$ cat src/rtl/scaler_cfg_ctrl.sv
// scaler_cfg_ctrl: frame-synchronous configuration controller for scaler_h / scaler_v.
//
// Config writes land in a shadow register and are committed to the scaler only at an
// input frame start (vs_i rising), so scale steps never change mid-frame. The block also
// measures input frame geometry from de_i/hs_i/vs_i and flags line-width mismatches.
//
// Ports:
//   clk, rst                   clock, asynchronous active-high reset
//   cfg_wr, cfg_step_h/v,      one-cycle write strobe and requested step/bypass fields
//   cfg_bypass
//   cfg_busy                   shadow holds uncommitted values
//   de_i, hs_i, vs_i           input video pixel valid / line sync / frame sync
//   scale_step_h/v, bypass     committed configuration to the scaler datapath
//   frame_start_o              one-cycle pulse at each commit point
//   in_w_o, in_h_o             geometry of the last complete frame
//   err_o, err_clr             sticky line-width mismatch flag and its clear
module scaler_cfg_ctrl #(
  parameter int unsigned SCALE_STEP = 128,
  parameter int unsigned STEP_WIDTH = 16,
  parameter int unsigned CNT_WIDTH  = 16
) (
  input  logic                  clk,
  input  logic                  rst,
  input  logic                  cfg_wr,
  input  logic [STEP_WIDTH-1:0] cfg_step_h,
  input  logic [STEP_WIDTH-1:0] cfg_step_v,
  input  logic                  cfg_bypass,
  output logic                  cfg_busy,
  input  logic                  de_i,
  input  logic                  hs_i,
  input  logic                  vs_i,
  output logic [STEP_WIDTH-1:0] scale_step_h,
  output logic [STEP_WIDTH-1:0] scale_step_v,
  output logic                  bypass,
  output logic                  frame_start_o,
  output logic [CNT_WIDTH-1:0]  in_w_o,
  output logic [CNT_WIDTH-1:0]  in_h_o,
  output logic                  err_o,
  input  logic                  err_clr
);

  localparam logic [STEP_WIDTH-1:0] StepUnity = STEP_WIDTH'(SCALE_STEP);
  localparam logic [CNT_WIDTH-1:0]  CntMax    = '1;
  localparam logic [CNT_WIDTH-1:0]  CntOne    = CNT_WIDTH'(1);

  typedef enum logic {StWaitVs, StActive} state_e;

  state_e                state_q, state_d;
  logic                  vs_q, vs_d, hs_q, hs_d;
  logic [STEP_WIDTH-1:0] sh_h_q, sh_h_d, sh_v_q, sh_v_d;
  logic                  sh_b_q, sh_b_d;
  logic                  busy_q, busy_d;
  logic [STEP_WIDTH-1:0] step_h_q, step_h_d, step_v_q, step_v_d;
  logic                  byp_q, byp_d;
  logic                  fs_q, fs_d;
  logic [CNT_WIDTH-1:0]  pix_q, pix_d, line_q, line_d, ref_w_q, ref_w_d;
  logic [CNT_WIDTH-1:0]  in_w_q, in_w_d, in_h_q, in_h_d;
  logic                  err_q, err_d;

  logic vs_rise, hs_fall, hs_rise, pix_en;

  always_comb begin
    vs_rise = vs_i & ~vs_q;
    hs_fall = hs_q & ~hs_i & vs_i;
    hs_rise = ~hs_q & hs_i & vs_i;
    pix_en  = de_i & ~hs_i & vs_i;

    state_d  = state_q;
    vs_d     = vs_i;
    hs_d     = hs_i;
    sh_h_d   = sh_h_q;
    sh_v_d   = sh_v_q;
    sh_b_d   = sh_b_q;
    busy_d   = busy_q;
    step_h_d = step_h_q;
    step_v_d = step_v_q;
    byp_d    = byp_q;
    fs_d     = vs_rise;
    pix_d    = pix_q;
    line_d   = line_q;
    ref_w_d  = ref_w_q;
    in_w_d   = in_w_q;
    in_h_d   = in_h_q;
    err_d    = err_q;

    // Commit uses the shadow as it stood before this cycle; a coincident write below
    // re-arms busy and waits for the next frame start.
    if (vs_rise && busy_q) begin
      step_h_d = sh_h_q;
      step_v_d = sh_v_q;
      byp_d    = sh_b_q;
      busy_d   = 1'b0;
    end
    if (cfg_wr) begin
      sh_h_d = (cfg_step_h == '0) ? StepUnity : cfg_step_h;
      sh_v_d = (cfg_step_v == '0) ? StepUnity : cfg_step_v;
      sh_b_d = cfg_bypass;
      busy_d = 1'b1;
    end

    unique case (state_q)
      StWaitVs: if (vs_rise) state_d = StActive;
      StActive: begin
        if (!vs_i) begin
          state_d = StWaitVs;
          in_w_d  = ref_w_q;
          in_h_d  = line_q;
        end
      end
      default: state_d = StWaitVs;
    endcase

    // A pixel qualified on the hs_fall cycle is the first pixel of the new line.
    if (hs_fall) begin
      pix_d = pix_en ? CntOne : '0;
    end else if (pix_en && pix_q != CntMax) begin
      pix_d = pix_q + 1'b1;
    end

    if (vs_rise) begin
      line_d = hs_fall ? CntOne : '0;
    end else if (hs_fall && line_q != CntMax) begin
      line_d = line_q + 1'b1;
    end

    // Width check only inside a frame that began after reset; set wins over clear.
    if (err_clr) err_d = 1'b0;
    if (hs_rise && state_q == StActive) begin
      if (line_q == CntOne) begin
        ref_w_d = pix_q;
      end else if (pix_q != ref_w_q) begin
        err_d = 1'b1;
      end
    end
  end

  always_ff @(posedge clk or posedge rst) begin
    if (rst) begin
      state_q  <= StWaitVs;
      vs_q     <= 1'b1;
      hs_q     <= 1'b1;
      sh_h_q   <= StepUnity;
      sh_v_q   <= StepUnity;
      sh_b_q   <= 1'b0;
      busy_q   <= 1'b0;
      step_h_q <= StepUnity;
      step_v_q <= StepUnity;
      byp_q    <= 1'b0;
      fs_q     <= 1'b0;
      pix_q    <= '0;
      line_q   <= '0;
      ref_w_q  <= '0;
      in_w_q   <= '0;
      in_h_q   <= '0;
      err_q    <= 1'b0;
    end else begin
      state_q  <= state_d;
      vs_q     <= vs_d;
      hs_q     <= hs_d;
      sh_h_q   <= sh_h_d;
      sh_v_q   <= sh_v_d;
      sh_b_q   <= sh_b_d;
      busy_q   <= busy_d;
      step_h_q <= step_h_d;
      step_v_q <= step_v_d;
      byp_q    <= byp_d;
      fs_q     <= fs_d;
      pix_q    <= pix_d;
      line_q   <= line_d;
      ref_w_q  <= ref_w_d;
      in_w_q   <= in_w_d;
      in_h_q   <= in_h_d;
      err_q    <= err_d;
    end
  end

  assign cfg_busy      = busy_q;
  assign scale_step_h  = step_h_q;
  assign scale_step_v  = step_v_q;
  assign bypass        = byp_q;
  assign frame_start_o = fs_q;
  assign in_w_o        = in_w_q;
  assign in_h_o        = in_h_q;
  assign err_o         = err_q;

endmodule

$ cat config.mk
export PLATFORM = sky130hd
export DESIGN_NAME = scaler_cfg_ctrl
export DESIGN_NICKNAME = d
export VERILOG_FILES = /design/src/rtl/scaler_cfg_ctrl.sv
export SDC_FILE = /design/constraint.sdc
export NUM_CORES = 1
export LEC_CHECK = 0
export CORE_MARGIN = 3
export CORE_UTILIZATION = 45
export CTS_CLUSTER_DIAMETER = 40
export DETAILED_ROUTE_END_ITERATION = 6
export GPL_TIMING_DRIVEN = 1
export PLACE_DENSITY = 0.79
export SLEW_MARGIN = 25
export SYNTH_ARGS = -nofsm -noshare
export SYNTH_HDL_FRONTEND = slang
export SYNTH_SLANG_ARGS = --single-unit
export TNS_END_PERCENT = 1
$ cat constraint.sdc
create_clock -name clk -period 6.7 [get_ports clk]
set_clock_uncertainty 0.2 [all_clocks]
set_input_delay 1.675 -clock clk [delete_from_list [all_inputs] [get_ports clk]]
set_output_delay 1.675 -clock clk [all_outputs]
set_load 0.02 [all_outputs]
==> run_results.csv, run 1 <==
group,metric,value,unit
yosys,synth_cells,520,
drt,via_count,4658,
drt,wire_per_inst,17.9,microns
setup_path,path_class,"input pin to flip-flop",
clocking,cts_resized,0,
setup_path,critical_path.max_fanout,33,
final_layout,final_layout_size_suffix_gt1_frac,0.256,
sta,holdWs,300,ps
job,drv_cap,0,
sta,slew_headroom,0.429,
global_routing,grt_pass1_wl,24200,microns
final_layout,stdcell_count,814,
min_path,hold_path.class,"flip-flop to flip-flop",
floorplanning,die_w,128,microns
clocking,post_cts_buffers,0,
sta,timing.final.ws_setup,2670,ps
sta,fin_crit,4030,ps
setup_path,crit_path_end_kind,"flip-flop",
setup_path,startpoint_type,"input pin",
drt,wirelength,14600,microns
sta,setup_viol,0,
final_layout,multi_input_area,0.00271,sq mm
clocking,clkLatencyLatePin,420,ps
clocking,cts_tree,"built",
drt,final_antenna_net_count,0,
final_layout,antenna_cells,0,
clocking,cts_made_buffers,17,
clocking,cts.clk_slew.worst_paths,60,ps
setup_path,required,6810,ps
clocking,clock-root-buffer,"clkbuf_16",
floorplanning,io_pins,108,
placement,dp_hpwl,10100,microns
global_routing,antenna_found_initial,0,
power_and_ir_drop,swShare,0.259,
yosys,synth.net_count,563,
floorplanning,dieHeight,128,microns
global_routing,grt_pass1_vias,4838,
sta,slew_violations,0,
power_and_ir_drop,pwr-share-comb,0.157,
placement,place_ws,2330,ps
setup_path,worst_ep_arrival_time,4130,ps
power_and_ir_drop,p_sw,617,uW
sta,tightest_slew,857,ps
clocking,clockBufferDepth,2,
sta,period_share,0.601,
yosys,synth.distinct_cells,58,
floorplanning,coreArea,0.0146,sq mm
yosys,synth_warnings,0,
yosys,ys_ff_latch,152,
final_layout,layout.area.seq,0.00381,sq mm
floorplanning,rows,44,
global_routing,grt-ovfl-total,0,
global_routing,grt_use_met1,0.248,
global_routing,gr-usage-met3,0.0554,
global_routing,grt_max_degree,117,
power_and_ir_drop,power.density,281,mW/mm^2
power_and_ir_drop,clockPowerShare,0.395,
setup_path,r2r_slack,3980,ps
final_layout,final_nets,661,
placement,dp_cells,783,
sta,hold_viol_final,0,
min_path,hold-path-endpoint,"sh_h_q[7]$_DFFE_PP1P_",
status,status,"complete, no violations",
final_layout,fillCellCount,1126,
global_routing,met2_usage,0.281,
clocking,cts_max_level,4,
yosys,syn_area_per_cell,12.9,sq um
yosys,async_reset_ff_frac,1.00,
sta,timing.fmax,0.248,GHz
power_and_ir_drop,p_int,1.76,mW
floorplanning,die_area,0.0165,sq mm
drt,drt_iter0_markers,434,
clocking,clock-sinks,152,
placement,place_congestion,0.863,
final_layout,area_delta_synth_final,26.1,%
min_path,hp-start,"sh_h_q[7]$_DFFE_PP1P_",
drt,drc,0,
sta,tns,0,ps
yosys,ys.flop_type,"dfrtp_1",
min_path,hold_depth,2,
drt,first_pass_iters,5,
setup_path,r2r-start,"vs_q$_DFF_PP1_",
global_routing,top_usage_layer,"met2",
power_and_ir_drop,seqPwrFrac,0.448,
placement,portBuffers,107,
power_and_ir_drop,power_leakage,3.63,nW
power_and_ir_drop,peakVddDrop,0.000167,V
yosys,synth_edf_count,0,
floorplanning,start_util,0.461,
yosys,synth_area,0.00673,sq mm
yosys,ys_seq_area_frac,0.567,
setup_path,r2r-end,"scale_step_v[13]$_DFFE_PP0P_",
clocking,cts_hold_buf,0,
drt,viasPerCell,5.72,
global_routing,grt_usage,0.185,
sta,grt_setup_unrepaired,"false",
setup_path,rr_worst_depth,5,
-- layer usage --
layer	vias up	wire [microns]
met5	-	0
met4	0	340
met3	29	998
met2	159	6980
met1	2332	6240
li1	2138	-
-- worst max-delay path: stages --
cell and delay, ps:
clkdlybuf4s50_1 580, nand2b_1 550, inv_1 360, nand2_1 150
buf_4 400, mux2_2 400
-- cell type report --
cell class                      count  area share
Clock buffer                       18      0.0518
Clock inverter                     13      0.0174
Inverter                           10     0.00531
Multi-Input combinational cell    326       0.319
Sequential cell                   152       0.449
Tap cell                          184      0.0271
Timing Repair Buffer              111       0.130
-- stage by stage --
| step | total power [mW] | util | cell area, sq um |
|---|---|---|---|
| after floorplan | 1.27 | - | 6730 |
| after global placement | 1.44 | 0.541 | 7890 |
| after detailed placement | 1.46 | 0.541 | 7890 |
| after CTS | 2.40 | 0.581 | 8480 |
| after global routing | 2.48 | 0.581 | 8480 |
| final | 2.38 | 0.581 | 8480 |
-- how the worst max path moves through the flow --
stage               startpoint                            to  slack (ps)  cells after the start
detailed placement        vs_i   scale_step_v[2]$_DFFE_PP0P_        2330                      6
global route              vs_i  scale_step_h[11]$_DFFE_PP0P_        2570                      6
floorplan                  rst            bypass$_DFFE_PP0P_         740                      1
CTS                       vs_i   scale_step_v[2]$_DFFE_PP0P_        2770                      6
global placement          vs_i   scale_step_h[2]$_DFFE_PP0P_        2440                      6
finish                    vs_i  scale_step_v[13]$_DFFE_PP0P_        2670                      6
-- power groups by stage --
stage / clock, mW / sequential [mW] / combinational [mW]
floorplan: 0 / 1.13 / 0.139
global placement: 0 / 1.08 / 0.369
detailed placement: 0 / 1.08 / 0.378
CTS: 0.959 / 1.07 / 0.380
global route: 1.00 / 1.08 / 0.399
finish: 0.941 / 1.07 / 0.374
-- Yosys cell counts (2+ instances only) --
cell type	count	area [sq um]
xnor2_1	16	140
buf_4	2	15.0
nand3_1	11	55.1
and4_1	7	61.3
buf_1	2	7.51
o211a_1	2	20.0
buf_6	3	33.8
nand2b_1	6	37.5
dfstp_2	6	158
o311ai_0	2	17.5
nor2_1	11	41.3
a31oi_1	5	31.3
ha_1	3	37.5
dfrtp_1	146	3650
o31ai_1	7	52.6
o2111ai_1	3	26.3
a21oi_1	19	95.1
mux2i_1	5	50.1
or3_1	3	18.8
nand3b_1	2	15.0
o21ai_0	8	40.0
nor3_1	8	40.0
inv_1	10	37.5
or4_1	7	52.6
mux2_2	109	1230
nand2_1	24	90.1
a2111o_1	2	22.5
nand4_1	16	100
and3b_1	2	17.5
and3_1	5	31.3
a41o_1	3	30.0
nor4_1	11	68.8
a211oi_1	3	22.5
clkbuf_1	8	30.0
a41oi_1	3	26.3
mux2_1	3	33.8
buf_2	16	80.1
-- sequential cells by signal (all words and copies together) (netlist names) --
signal and count:
state_q 1, vs_q 1, sh_b_q 1, ref_w_q 16, sh_v_q 16, hs_q 1, err_o 1, scale_step_h 16
scale_step_v 16, bypass 1, frame_start_o 1, pix_q 16, in_h_o 16, sh_h_q 16, cfg_busy 1, in_w_o 16
line_q 16
-- cell families (layout without fill, tap and decap cells) --
family / after synthesis / count (layout) / synth area share
flops: 152 / 152 / 0.567
mux: 117 / 117 / 0.195
fa+ha+maj: 3 / 3 / 0.00558
simple gates: 123 / 123 / 0.112
xor+xnor: 16 / 16 / 0.0208
buf+inv: 42 / 152 / 0.0311
compound gates: 67 / 67 / 0.0688
-- cell usage in the layout, fill, tap and decap left out, types with 6 or more instances in the layout --
cell type and n:
nand3_1 11, nor2_1 10, xnor2_1 16, nor4_1 11, nand2_1 24, o31ai_1 7
dfstp_2 6, nand2b_1 6, mux2_2 109, and4_1 7, clkdlybuf4s50_1 107, clkbuf_16 17
a21oi_1 19, or4_1 7, nand4_1 16, inv_1 9, nor3_1 8, dfrtp_1 146
o21ai_0 8
Power figures use the tool's default switching activity.
==> inputs of run 2 (changes only) <==
- clock period: 6.7 -> 4.1 ns (I/O delays scaled with it)
==> run 2 against run 1 <==
Critical path type unchanged; worst hold slack worse by 7.1 ps; critical path depth is 1 lower; clock power is 62% higher; critical endpoint is now line_q[13]$_DFFE_PP0P_.
==> run_results.csv, run 2 (synthesized netlist as in run 1, its figures left out) <==
group,metric,value,unit
status,status,"complete, no violations",
clocking,cts_made_buffers,17,
clocking,post_cts_buffers,0,
final_layout,layout_commonest_cell,"dfrtp_1",
drt,final_antenna_net_count,0,
drt,drt_iter0_markers,326,
placement,dp_hpwl,10400,microns
setup_path,path_class,"input pin to flip-flop",
final_layout,final_nets,664,
final_layout,area_delta_synth_final,26.6,%
sta,setup_viol,0,
global_routing,grt_pass1_wl,24100,microns
clocking,cts_hold_buf,0,
drt,drc,0,
final_layout,fillCellCount,1117,
global_routing,grt_max_degree,67,
floorplanning,die_area,0.0165,sq mm
final_layout,fin_area,0.00852,sq mm
floorplanning,rows,44,
floorplanning,die_w,128,microns
power_and_ir_drop,power_leakage,3.65,nW
drt,viasPerCell,5.65,
sta,slew_violations,0,
global_routing,grt_pass1_vias,4794,
setup_path,critical_path.max_fanout,12,
setup_path,required,4250,ps
global_routing,grt-ovfl-total,0,
final_layout,final_layout_size_suffix_gt1_frac,0.259,
final_layout,layout.area.seq,0.00381,sq mm
setup_path,startpoint_type,"input pin",
global_routing,antenna_found_initial,0,
clocking,clock-root-buffer,"clkbuf_16",
setup_path,worst_ep_arrival_time,3010,ps
min_path,hold_path.class,"flip-flop to flip-flop",
floorplanning,dieHeight,128,microns
clocking,clock-sinks,152,
sta,slew_headroom,0.457,
drt,wirelength,14800,microns
placement,portBuffers,107,
clocking,cts_tree,"built",
clocking,cts_max_level,4,
power_and_ir_drop,power.density,455,mW/mm^2
drt,first_pass_iters,4,
setup_path,crit_path_end_kind,"flip-flop",
floorplanning,io_pins,108,
drt,via_count,4623,
sta,hold_viol_final,0,
sta,grt_setup_unrepaired,"false",
final_layout,multi_input_area,0.00271,sq mm
floorplanning,coreArea,0.0146,sq mm
clocking,clkLatencyLatePin,420,ps
drt,wire_per_inst,18.1,microns
sta,timing.fmax,0.350,GHz
clocking,cts.clk_slew.worst_paths,60,ps
sta,tightest_slew,809,ps
clocking,cts_resized,0,
setup_path,rr_worst_depth,5,
job,drv_cap,0,
sta,tns,0,ps
sta,period_share,0.698,
final_layout,mostFrequentLayoutCells,"dfrtp_1 (146), mux2_2 (109), clkdlybuf4s50_1 (107)",
floorplanning,start_util,0.461,
clocking,clockBufferDepth,2,
placement,place_congestion,0.927,
placement,placed_cell_area,0.00794,sq mm
sta,fin_crit,2860,ps
final_layout,antenna_cells,0,
power_and_ir_drop,peakVddDrop,0.000317,V
min_path,hold_depth,2,
global_routing,grt_usage,0.186,
## run 2: changes by cell type in the layout (fill, tap and decap cells not counted), sizes merged
cell and change:
clkbuf +1, inv +4, clkinv -2, bufinv -1
buf +3, clkinvlp -1
## run 2: metrics by stage
stage               hold WS (ps)  power, mW   util  setup slack, ps  cells
global route                 301       4.03  0.584             1010    818
CTS                          293       3.91  0.584             1260    818
global placement             280       2.37  0.544              920    786
finish                       293       3.87  0.584             1240    818
detailed placement           281       2.39  0.544              826    786
floorplan                    266       2.08      -              963    520
## run 2: power by group
group	total [mW]	internal (mW)	switching, mW
clock	1.52	0.869	0.646
sequential	1.74	1.64	0.0931
combinational	0.619	0.325	0.295
## run 2: layer usage
| layer | vias up | wire length [microns] | GRT usage |
|---|---|---|---|
| met1 | 2326 | 6390 | 0.241 |
| li1 | 2138 | - | - |
| met5 | - | 0 | 0 |
| met4 | 0 | 309 | 0.0749 |
| met2 | 132 | 7180 | 0.288 |
| met3 | 27 | 894 | 0.0629 |
## run 2: worst max-delay path, cell delays in order
cell and delay, ps:
clkdlybuf4s50_1 630, and3b_1 480, nand4_2 230, nor4_1 390, mux2i_1 240
## run 2: path summary, 6_finish.rpt
path	start	end	slack (ps)
setup / recovery	vs_i	line_q[13]$_DFFE_PP0P_	1240
hold / removal	sh_h_q[7]$_DFFE_PP1P_	sh_h_q[7]$_DFFE_PP1P_	290
setup reg to reg	line_q[0]$_DFFE_PP0P_	ref_w_q[9]$_DFFE_PP0P_	1740
hold reg to reg	sh_h_q[7]$_DFFE_PP1P_	sh_h_q[7]$_DFFE_PP1P_	290
max in group asynchronous	rst	scale_step_h[7]$_DFFE_PP1P_	2050
min in group asynchronous	rst	in_w_o[5]$_DFFE_PP0P_	860
## run 2: area by class of cell
class,instances,share of cell area
multi-input combinational,326,0.318
tap,184,0.0270
sequential,152,0.448
clock buffer,19,0.0520
timing repair buffer,114,0.135
inverter,10,0.00485
clock inverter,13,0.0156
